===== config.mk =====
export PLATFORM = sky130hd
export DESIGN_NAME = leakage_sweep_ctrl
export DESIGN_NICKNAME = d
export VERILOG_FILES = /design/src/rtl/leakage_pkg.sv /design/src/rtl/leakage_timer.sv /design/src/rtl/leakage_sweep_ctrl.sv
export SDC_FILE = /design/constraint.sdc
export NUM_CORES = 1
export LEC_CHECK = 0
export ABC_AREA = 1
export BUFFER_PORTS_ARGS = -buffer_cell sky130_fd_sc_hd__buf_2
export CAP_MARGIN = 20
export CORE_ASPECT_RATIO = 0.8
export CORE_MARGIN = 10
export CORE_UTILIZATION = 50
export CTS_CLUSTER_SIZE = 24
export DETAILED_ROUTE_END_ITERATION = 8
export PLACE_DENSITY = 0.8
export SLEW_MARGIN = 20
export SYNTH_ARGS = -nofsm -noshare
export SYNTH_HDL_FRONTEND = slang
export SYNTH_SLANG_ARGS = --single-unit

===== constraint.sdc =====
create_clock -name clk -period 6.4 [get_ports clk]
set_clock_uncertainty 0.1 [all_clocks]
set_input_delay 0.64 -clock clk [delete_from_list [all_inputs] [get_ports clk]]
set_output_delay 0.64 -clock clk [all_outputs]
set_load 0.02 [all_outputs]

===== src/rtl/leakage_pkg.sv =====
// Shared types and constants for the leakage sweep controller.
// Holds the FSM state encoding and table geometry.
package leakage_pkg;

  localparam int NB_VEC     = 4;
  localparam int MEAS_W_DEF = 16;

  typedef enum logic [2:0] {
    IDLE,
    APPLY,
    SETTLE,
    TRIG,
    WAIT,
    CAPTURE,
    DONE
  } state_t;

endpackage


===== src/rtl/leakage_timer.sv =====
// Loadable down-counter; zero flags the cycle in which
// the count arrives at (or sits at) zero.
module leakage_timer #(
  parameter int W = 10
) (
  input  logic         clk,
  input  logic         rst,
  input  logic         load,
  input  logic [W-1:0] load_val,
  input  logic         dec,
  output logic         zero
);

  logic [W-1:0] cnt_q, cnt_d;

  always_comb begin
    cnt_d = cnt_q;
    if (load) begin
      cnt_d = load_val;
    end else if (dec && (cnt_q != '0)) begin
      cnt_d = cnt_q - W'(1);
    end
  end

  assign zero = (cnt_d == '0);

  always_ff @(posedge clk or posedge rst) begin
    if (rst) begin
      cnt_q <= '0;
    end else begin
      cnt_q <= cnt_d;
    end
  end

endmodule


===== src/rtl/leakage_sweep_ctrl.sv =====
// Steps a two-input cell through 00,01,10,11, triggers a
// leakage measurement per vector and stores the magnitudes.
module leakage_sweep_ctrl
  import leakage_pkg::*;
#(
  parameter int SETTLE_CYCLES = 700,
  parameter int MEAS_CYCLES   = 700,
  parameter int MEAS_W        = MEAS_W_DEF
) (
  input  logic                     clk,
  input  logic                     rst,
  input  logic                     start,
  input  logic                     abort,
  input  logic signed [MEAS_W-1:0] measure_int,
  output logic                     din,
  output logic                     din2,
  output logic                     start_measure,
  output logic                     busy,
  output logic                     done,
  input  logic [1:0]               rd_idx,
  output logic [MEAS_W-1:0]        rd_data,
  output logic                     rd_valid
);

  localparam int TMAX =
    (SETTLE_CYCLES > MEAS_CYCLES) ? SETTLE_CYCLES : MEAS_CYCLES;
  localparam int TW = $clog2(TMAX + 1);

  localparam logic [MEAS_W-1:0] MIN_V =
    {1'b1, {(MEAS_W-1){1'b0}}};
  localparam logic [MEAS_W-1:0] MAX_V =
    {1'b0, {(MEAS_W-1){1'b1}}};

  state_t state_q, state_d;
  logic [1:0] idx_q, idx_d;
  logic [NB_VEC-1:0] valid_q, valid_d;
  logic [NB_VEC-1:0][MEAS_W-1:0] tab_q, tab_d;
  logic din_q, din_d;
  logic din2_q, din2_d;
  logic sm_q, sm_d;

  logic          tmr_load;
  logic          tmr_dec;
  logic [TW-1:0] tmr_val;
  logic          tmr_zero;
  logic [MEAS_W-1:0] neg_val;

  assign tmr_load = (state_q == APPLY) || (state_q == TRIG);
  assign tmr_dec  = (state_q == SETTLE) || (state_q == WAIT);
  assign tmr_val  = (state_q == APPLY) ? TW'(SETTLE_CYCLES)
                                       : TW'(MEAS_CYCLES);

  leakage_timer #(
    .W(TW)
  ) u_timer (
    .clk     (clk),
    .rst     (rst),
    .load    (tmr_load),
    .load_val(tmr_val),
    .dec     (tmr_dec),
    .zero    (tmr_zero)
  );

  // Most negative sample has no positive twin; clamp it.
  assign neg_val = (measure_int == MIN_V) ? MAX_V
                                          : ('0 - measure_int);

  always_comb begin
    state_d = state_q;
    idx_d   = idx_q;
    valid_d = valid_q;
    tab_d   = tab_q;
    din_d   = din_q;
    din2_d  = din2_q;
    sm_d    = sm_q;
    if (abort && (state_q != IDLE)) begin
      state_d = IDLE;
      din_d   = 1'b0;
      din2_d  = 1'b0;
    end else begin
      unique case (state_q)
        IDLE: begin
          if (start && !abort) begin
            state_d = APPLY;
            idx_d   = '0;
            valid_d = '0;
          end
        end
        APPLY: begin
          din_d   = idx_q[1];
          din2_d  = idx_q[0];
          state_d = SETTLE;
        end
        SETTLE: begin
          if (tmr_zero) state_d = TRIG;
        end
        TRIG: begin
          sm_d    = ~sm_q;
          state_d = WAIT;
        end
        WAIT: begin
          if (tmr_zero) state_d = CAPTURE;
        end
        CAPTURE: begin
          tab_d[idx_q]   = neg_val;
          valid_d[idx_q] = 1'b1;
          if (idx_q == 2'd3) begin
            state_d = DONE;
            din_d   = 1'b0;
            din2_d  = 1'b0;
          end else begin
            idx_d   = idx_q + 2'd1;
            state_d = APPLY;
          end
        end
        DONE: begin
          state_d = IDLE;
        end
        default: begin
          state_d = IDLE;
        end
      endcase
    end
  end

  always_ff @(posedge clk or posedge rst) begin
    if (rst) begin
      state_q <= IDLE;
      idx_q   <= '0;
      valid_q <= '0;
      tab_q   <= '0;
      din_q   <= 1'b0;
      din2_q  <= 1'b0;
      sm_q    <= 1'b0;
    end else begin
      state_q <= state_d;
      idx_q   <= idx_d;
      valid_q <= valid_d;
      tab_q   <= tab_d;
      din_q   <= din_d;
      din2_q  <= din2_d;
      sm_q    <= sm_d;
    end
  end

  assign din           = din_q;
  assign din2          = din2_q;
  assign start_measure = sm_q;
  assign busy          = (state_q != IDLE);
  assign done          = (state_q == DONE);
  assign rd_data       = tab_q[rd_idx];
  assign rd_valid      = valid_q[rd_idx];

endmodule

==> impl_metrics.toml, run 1 <==
[route]
ant_nets = 0
vias_per_cell = 5.41
wl_per_cell_um = 14.6
wl_met3_um = 696
drt-pass1-iter-count = 5
wl_mm = 11.4
top_layer = "met4"
initialDrtViolationCount = 358
wl_met1_mm = 5.11
routed-wl-met2_mm = 5.37
drc = 0
route.vias.total = 4217

[placed_design]
io_buffers = 43
place_hpwl_mm = 7.62
dp_cells = 765
gp_congestion = 0.886

[floorplanning]
die_h_um = 106
die_w_um = 128
core_mm2 = 0.00904
dieArea_mm2 = 0.0135
initial_core_util_pct = 51.2
io_pins = 44
num_rows = 31

[yosys]
synth_area_per_cell_um2 = 7.42
synthFlopType = "dfrtp_1"
ys_warn_count = 0
syn_area_mm2 = 0.00463
yosys.area.top_type = "dfrtp_1"
syn_inst = 624
ys_seq_elements = 86
synth_area_leaders = "dfrtp_1 46%, nand2_1 18%, nor2_1 6.2%, o21ai_0 5.4%, inv_1 4.1%"
synth_seq_area_share_pct = 46.5
synth_common_cells = "221 x nand2_1, 86 x dfrtp_1, 76 x nor2_1"
async_reset_ff_share_pct = 100
synth_top_cell_area_share_pct = 46.5
synth_cell_types = 32
synth_nets = 652
yosysMostFrequentCell = "nand2_1"
synth_edf_count = 0

[power_and_ir_drop]
ir_drop_mv = 0.159
power_density_mw_per_mm2 = 350
swShare_pct = 35.3
p_sw_w = 0.000646
power_frac_seq_pct = 40.3
power_frac_comb_pct = 29.3
p_clk_share_pct = 30.4
leakagePower_nw = 2.77
internal_power_w = 0.00118

[cts]
ctsLongestPathBuffers = 2
cts_root_buf = "clkbuf_16"
cts_tree = "yes"
cts_resized = 0
h-tree-depth = 3
cts_inserted_buffers = 9
clkTransAtPathRegs_ns = 0.06
cts.sinks = 86
cts_setup_buffers = 0
hold_buffers = 0
clk_latency_ns = 0.33

[setup_path]
reg2reg_from = "u_timer.cnt_q[0]"
end_kind = "output pin"
max_stage_delay_ns = 0.61
critical_path_arrival_ns = 2.48
startpoint = "rd_idx[0]"
ff2ff_setup_slack_ns = 4.19
crit_chain = "buf_2, inv_1, a21oi_1, o21ai_0, o21ai_0, buf_2"
path_delay_family = "buffers and inverters"
crit_buf_inv = 3
critPathLaunchType = "input port"
required_ns = 5.66
critPathMaxFanout = 35
r2r-end = "state_q[0]"
cpMaxStageDelayCell = "inv_1"
criticalPathCategory = "in -> out"
worst-r2r-cell-count = 15

[worst_hold_path]
hold_path_depth = 2
hold_end = "tab_q[33]"
worstHoldStart = "tab_q[33]"
holdCritPathClass = "reg -> reg"

[grt]
antenna_found_initial = 0
grt_pass1_wl_mm = 19.6
overflow = 0
grt_max_degree = 87
track_usage_pct = 17.3
grt_pass1_vias = 4133

[timing]
tightest_slew_ns = 0.994
max_slew_margin_pct = 33.7
max_freq_ghz = 0.310
fin_crit_ns = 3.22
maxSlewViolCount = 0
final.setup.tns_ns = 0
finalHoldViolations = 0
rsz0062_at_grt = "false"
finalCritPeriodShare_pct = 50.4
setup_viol = 0

[finish]
diodes = 0
drive_above_1_share_pct = 14.1
layout.nets = 689
syn2layout_area_growth_pct = 12.9
instances_no_fill = 780

[status]
status = "finished, final reports clean"

[run]
drv_cap = 0
-- logic make-up (layout without fill, tap and decap cells) --
| logic type | Yosys count | count (layout) | share of synthesized area [%] |
|---|---|---|---|
| AO/OA/AOI/OAI | 93 | 93 | 11.0 |
| buffers and inverters | 73 | 114 | 6.43 |
| adder cells (fa/ha/maj) | 6 | 6 | 1.62 |
| XOR/XNOR | 9 | 9 | 1.70 |
| AND/OR/NAND/NOR | 357 | 357 | 32.8 |
| flip-flops | 86 | 86 | 46.5 |
-- worst max-delay path by stage --
| stage | cells after the start | end |
|---|---|---|
| floorplan | 1 | din |
| global placement | 6 | rd_valid |
| detailed placement | 6 | rd_valid |
| CTS | 6 | rd_valid |
| global route | 6 | rd_valid |
| finish | 6 | rd_valid |
-- power groups by stage --
stage	Sequential, W	Combinational, W	Clock (W)
floorplan	0.000732	0.000401	0
global placement	0.000739	0.000514	0
detailed placement	0.000743	0.000533	0
CTS	0.000734	0.000538	0.000558
global route	0.000751	0.000617	0.000579
finish	0.000737	0.000535	0.000555
-- routing by layer --
| metal | track usage [%] | vias up |
|---|---|---|
| met5 | 0 | - |
| met4 | 6.57 | 0 |
| met3 | 2.83 | 15 |
| met2 | 28.4 | 155 |
| met1 | 22.5 | 1988 |
| li1 | - | 2059 |
-- layout by cell type, fill, tap and decap left out, drive strengths merged, types with 6 or more instances in the layout --
cell,netlist,layout
dfrtp,86,86
a21oi,12,12
inv,54,53
buf,7,44
clkbuf,11,10
o22ai,16,16
xor2,7,7
nor2,85,85
nand2,238,238
a31oi,10,10
ha,6,6
nand3,23,23
o21ai,52,52
-- area by class of cell --
type                       instances  area [um^2]
fill                             800         3810
multi-input combinational        465         2180
sequential                        86         2150
clock buffer                      10          229
timing repair buffer              44          226
inverter                          55          208
tap                              115          144
clock inverter                     5         85.1
-- worst min-delay path, cell delays in order, from the launching register on --
cell     delay, ns
dfrtp_1       0.34
nand2_1       0.06
nand2_1       0.05
-- metrics by stage --
stage	total power [W]	util (%)	hold slack [ns]	setup slack, ns	cell area [um^2]
floorplan	0.00113	-	0.337	3.44	4630
CTS	0.00183	57.7	0.377	3.21	5220
detailed placement	0.00128	54.3	0.361	3.22	4900
finish	0.00183	57.8	0.376	3.18	5230
global placement	0.00125	54.3	0.354	3.30	4900
global route	0.00195	57.8	0.398	2.97	5230
-- registers in the layout (all words and copies together), names as in the netlist --
register	flops
tab_q	64
u_timer.cnt_q	10
valid_q	4
state_q	3
idx_q	2
din	1
din2	1
start_measure	1
Power figures use the tool's default switching activity.
==> inputs of run 2 (changes only) <==
==> constraint.sdc (replaced) <==
create_clock -name clk -period 3.02 [get_ports clk]
set_clock_uncertainty 0.1 [all_clocks]
set_input_delay 0.302 -clock clk [delete_from_list [all_inputs] [get_ports clk]]
set_output_delay 0.302 -clock clk [all_outputs]
set_load 0.02 [all_outputs]
==> impl_metrics.toml, run 2 (synthesized netlist as in run 1, its figures left out) <==
[finish]
largest_registers = "tab_q (64), u_timer.cnt_q (10), valid_q (4)"
fill_cells = 789
diodes = 0
syn2layout_area_growth_pct = 14.1
seq_area_mm2 = 0.00215
largest_reg_flops = 64
layout.nets = 698
final_cell_mix = "221 x nand2_1, 86 x dfrtp_1, 76 x nor2_1"
top_register = "tab_q"
drive_above_1_share_pct = 15.4
final_common_cell = "nand2_1"
multi_input_area_mm2 = 0.00218

[grt]
grt_max_degree = 34
grt_pass1_vias = 4111
grt_pass1_wl_mm = 20.5
track_usage_pct = 18.2
overflow = 0
antenna_found_initial = 0

[route]
drc = 0
route.vias.total = 4258
wl_mm = 11.9
wl_per_cell_um = 15.1
ant_nets = 0
vias_per_cell = 5.39
drt-pass1-iter-count = 5
initialDrtViolationCount = 361

[setup_path]
ff2ff_setup_slack_ns = 0.78
startpoint = "state_q[2]"
criticalPathCategory = "reg -> reg"
critPathLaunchType = "register"
end_kind = "register"
required_ns = 3.20
critPathMaxFanout = 19
worst-r2r-cell-count = 8
r2r-end = "tab_q[45]"
critical_path_arrival_ns = 2.42
reg2reg_from = "state_q[2]"

[worst_hold_path]
hold_end = "tab_q[48]"
holdCritPathClass = "in -> reg"
worstHoldStart = "measure_int[0]"
hold_path_depth = 3

[cts]
cts_root_buf = "clkbuf_16"
cts_inserted_buffers = 9
cts_tree = "yes"
cts_resized = 0
clk_latency_ns = 0.34
cts.sinks = 86
cts_setup_buffers = 0
h-tree-depth = 3
clkTransAtPathRegs_ns = 0.06
ctsLongestPathBuffers = 2

[timing]
maxSlewViolCount = 0
max_slew_margin_pct = 56.7
fin_crit_ns = 2.24
final.setup.tns_ns = 0
finalHoldViolations = 0
setup_viol = 0
max_freq_ghz = 0.446
tightest_slew_ns = 0.649
rsz0062_at_grt = "false"
finalCritPeriodShare_pct = 74.3

[floorplanning]
io_pins = 44
die_w_um = 128
num_rows = 31
initial_core_util_pct = 51.2
die_h_um = 106
core_mm2 = 0.00904
dieArea_mm2 = 0.0135

[placed_design]
gp_congestion = 0.885
place_hpwl_mm = 8.00
io_buffers = 43

[power_and_ir_drop]
power_density_mw_per_mm2 = 729
leakagePower_nw = 2.80
finalPower_w = 0.00385
ir_drop_mv = 0.330

[run]
drv_cap = 0

[status]
status = "finished, final reports clean"
[run 2: per-stage QoR]
| stage | hold WS, ns | util (%) | setup WS (ns) | instances | instance area [um^2] |
|---|---|---|---|---|---|
| floorplan | 0.337 | - | 0.396 | 624 | 4630 |
| global placement | 0.208 | 54.9 | 0.717 | 773 | 4960 |
| detailed placement | 0.210 | 54.9 | 0.591 | 773 | 4960 |
| CTS | 0.190 | 58.4 | 0.817 | 790 | 5280 |
| global route | 0.212 | 58.4 | 0.587 | 790 | 5280 |
| finish | 0.194 | 58.4 | 0.778 | 790 | 5280 |
[run 2: routing by layer]
layer / part of all wire, % / vias to the layer above / track usage, %
met5: 0 / - / 0
met4: 1.5 / 0 / 5.11
met3: 7.9 / 19 / 4.17
met2: 47 / 177 / 29.2
met1: 44 / 1990 / 24.0
li1: - / 2072 / -
[run 2: worst max-delay path by stage]
stage,endpoint,slack [ns],depth (start not counted)
floorplan,din,0.40,1
global placement,tab_q[43],0.72,13
detailed placement,tab_q[43],0.59,13
CTS,state_q[0],0.82,15
global route,state_q[0],0.59,15
finish,tab_q[45],0.78,8
[run 2: repair_timing]
item,CTS,global route
endpoints found under the setup margin,0,0
hold buffers,1,0
endpoints found under the hold margin,22,0
[run 2: power by group]
part           total [W]  internal (W)  switching, W
Sequential       0.00156       0.00139      0.000174
Combinational    0.00115      0.000400      0.000751
Clock            0.00113      0.000650      0.000484
[run 2: layout make-up]
cell class                 count  area share [%]
clock buffer                   9            4.27
clock inverter                 7            1.49
inverter                      55            3.93
multi-input combinational    465            41.3
sequential                    86            40.8
tap                          115            2.73
timing repair buffer          53            5.55
[run 2: worst max-delay path: stages (launching register included)]
cell,delay [ns]
dfrtp_1,0.41
inv_1,0.09
nor2_1,0.12
nand2_1,0.12
nor2_2,0.21
nand2_2,0.33
inv_1,0.57
nand2_1,0.13
nand2_1,0.09
==> inputs of run 3 (changes only) <==
--- a/config.mk
+++ b/config.mk
@@ -5,7 +5,7 @@
 export SDC_FILE = /design/constraint.sdc
 export NUM_CORES = 1
 export LEC_CHECK = 0
-export ABC_AREA = 1
+export ABC_AREA = 0
 export BUFFER_PORTS_ARGS = -buffer_cell sky130_fd_sc_hd__buf_2
 export CAP_MARGIN = 20
 export CORE_ASPECT_RATIO = 0.8
@@ -13,7 +13,7 @@
 export CORE_UTILIZATION = 50
 export CTS_CLUSTER_SIZE = 24
 export DETAILED_ROUTE_END_ITERATION = 8
-export PLACE_DENSITY = 0.8
+export PLACE_DENSITY = 0.83
 export SLEW_MARGIN = 20
 export SYNTH_ARGS = -nofsm -noshare
 export SYNTH_HDL_FRONTEND = slang
==> constraint.sdc (replaced) <==
create_clock -name clk -period 1.9 [get_ports clk]
set_clock_uncertainty 0.1 [all_clocks]
set_input_delay 0.19 -clock clk [delete_from_list [all_inputs] [get_ports clk]]
set_output_delay 0.19 -clock clk [all_outputs]
set_load 0.02 [all_outputs]
==> impl_metrics.toml, run 3 <==
[setup_path]
ff2ff_setup_slack_ns = -0.24
path_delay_family = "simple AND/OR/NAND/NOR gates"
startpoint = "u_timer.cnt_q[5]"
r2r-end = "state_q[0]"
worst-r2r-cell-count = 5
critical_path_arrival_ns = 2.29
max_stage_delay_ns = 0.56
critPathLaunchType = "register"
end_kind = "register"
cpMaxStageDelayCell = "or4_4"
crit_chain = "or4_4, nor4b_4, mux2i_1, o2111ai_1, o41ai_2"
required_ns = 2.05
reg2reg_from = "u_timer.cnt_q[5]"
critPathMaxFanout = 3
crit_buf_inv = 0
criticalPathCategory = "reg -> reg"

[route]
route.vias.total = 3572
wl_mm = 11.0
drc = 0
ant_nets = 0
initialDrtViolationCount = 393
vias_per_cell = 5.71
wl_per_cell_um = 17.5
drt-pass1-iter-count = 5

[grt]
track_usage_pct = 16.7
grt_use_met2_pct = 27.5
busiest_layer = "met2"
grt_pass1_vias = 3670
antenna_found_initial = 0
met1_usage_pct = 21.2
use_met3_pct = 2.90
grt_max_degree = 35
overflow = 0
grt_pass1_wl_mm = 18.3

[yosys]
async_reset_ff_share_pct = 100
synth_nets = 439
syn_inst = 411
synth_top_cell_area_share_pct = 49.0
syn_area_mm2 = 0.00440
ys_seq_elements = 86
ys_warn_count = 0
synth_area_per_cell_um2 = 10.7
synth_cell_types = 53
yosysMostFrequentCell = "dfrtp_1"
synth_common_cells = "86 x dfrtp_1, 63 x nand2_1, 41 x o21ai_1"
yosys.area.top_type = "dfrtp_1"
synthFlopType = "dfrtp_1"
synth_area_leaders = "dfrtp_1 49%, mux4_2 8.7%, nand2_1 5.4%, o21ai_1 4.7%, mux2_2 4.4%"
synth_edf_count = 0
synth_seq_area_share_pct = 49.0

[status]
failed_checks = "setup timing"
status = "finished with violations"

[timing]
max_slew_margin_pct = 63.1
fin_crit_ns = 2.14
setup_viol = 4
whs_ns = 0.131
fin_ws_ns = -0.236
finalCritPeriodShare_pct = 112
max_freq_ghz = 0.468
rsz0062_at_grt = "true"
tightest_slew_ns = 0.553
finalHoldViolations = 0
maxSlewViolCount = 0

[cts]
ctsLongestPathBuffers = 2
clkTransAtPathRegs_ns = 0.09
cts_tree = "yes"
cts.sinks = 86
h-tree-depth = 3
cts_inserted_buffers = 9
clk_latency_ns = 0.36
cts_root_buf = "clkbuf_8"

[worst_hold_path]
holdCritPathClass = "in -> reg"
hold_end = "tab_q[0]"
worstHoldStart = "measure_int[0]"
hold_path_depth = 3

[floorplanning]
die_h_um = 104
num_rows = 30
initial_core_util_pct = 51.6
core_mm2 = 0.00852
die_w_um = 125
io_pins = 44
dieArea_mm2 = 0.0130

[finish]
fin_util_pct = 65.2
largest_reg_flops = 64
largest_registers = "tab_q (64), u_timer.cnt_q (10), valid_q (4)"
layout.nets = 538
top_register = "tab_q"
final_cell_mix = "86 x dfrtp_1, 62 x nand2_1, 55 x buf_4"
syn2layout_area_growth_pct = 26.5
diodes = 0
drive_above_1_share_pct = 35.4
fill_cells = 605
final_common_cell = "dfrtp_1"

[placed_design]
post-place-ws_ns = -0.290
place_hpwl_mm = 7.91
gp_congestion = 0.939
io_buffers = 43

[power_and_ir_drop]
power_density_mw_per_mm2 = 776
leakagePower_nw = 2.53
ir_drop_mv = 0.338

[run]
drv_cap = 0
[run 3: cell count changes after synthesis, sizes merged, moves of 15 or more]
cell and delta:
mux4 +17, nand2 -175, o22ai -16, mux2 +17, nand3 -15, inv -43
nor2 -51
[run 3: how the worst max path moves through the flow]
stage | end | depth (start not counted)
after floorplan | state_q[0] | 6
after global placement | state_q[0] | 5
after detailed placement | state_q[0] | 5
after CTS | state_q[0] | 5
after global routing | state_q[0] | 5
final | state_q[0] | 5
[run 3: worst min-delay path, delay by kind of cell]
kind	cells	cell delay, ns
AOI/OAI and AO/OA	1	0.13
buffers and inverters	1	0.11
and+or+nand+nor	1	0.12
[run 3: layer usage]
layer  wire [um]  up-vias
met5           0        -
met4         194        0
met3         662       17
met2        5440      137
met1        4670     1759
li1            -     1659
[run 3: kinds of logic (layout without fill, tap and decap cells)]
logic type / Yosys count / after routing / share of synthesized area [%]
AO/OA/AOI/OAI: 88 / 88 / 11.9
flip-flops: 86 / 86 / 49.0
buffers and inverters: 31 / 134 / 3.16
AND/OR/NAND/NOR: 147 / 147 / 17.1
multiplexers: 39 / 39 / 14.2
XOR/XNOR: 14 / 14 / 2.96
adder cells (fa/ha/maj): 6 / 6 / 1.71
[run 3: cell type report]
type / instances / area (um^2) / area share, %
sequential: 86 / 2150 / 38.7
inverter: 11 / 45.0 / 0.810
tap: 112 / 140 / 2.52
timing repair buffer: 108 / 808 / 14.5
multi-input combinational: 294 / 2220 / 39.9
clock buffer: 9 / 124 / 2.23
clock inverter: 6 / 71.3 / 1.28
[run 3: through the flow]
stage          cell area (um^2)  total power, W  std cells  TNS (ns)
3_3_place_gp               5180         0.00289        601    -0.182
4_1_cts                    5500         0.00427        624    -0.290
3_5_place_dp               5180         0.00291        601     -1.37
6_report                   5560         0.00431        626    -0.369
2_1_floorplan              4410         0.00252        411    -0.152
5_1_grt                    5560         0.00450        626    -0.859
[run 3: repair_timing]
action | 4_1_cts | 5_1_grt
pin swaps | 5 | 5
endpoints found under the setup margin | 5 | 28
buffers inserted | 6 | 3
resized for setup | 12 | 11
hold buffers | 2 | 0
endpoints found under the hold margin | 22 | 0
[run 3: report_power, final]
part | total, W | leakage [nW] | switching (W) | internal [W]
Clock | 0.00128 | 0.0919 | 0.000672 | 0.000609
Combinational | 0.00104 | 1.28 | 0.000516 | 0.000523
Sequential | 0.00199 | 1.16 | 0.0000726 | 0.00192
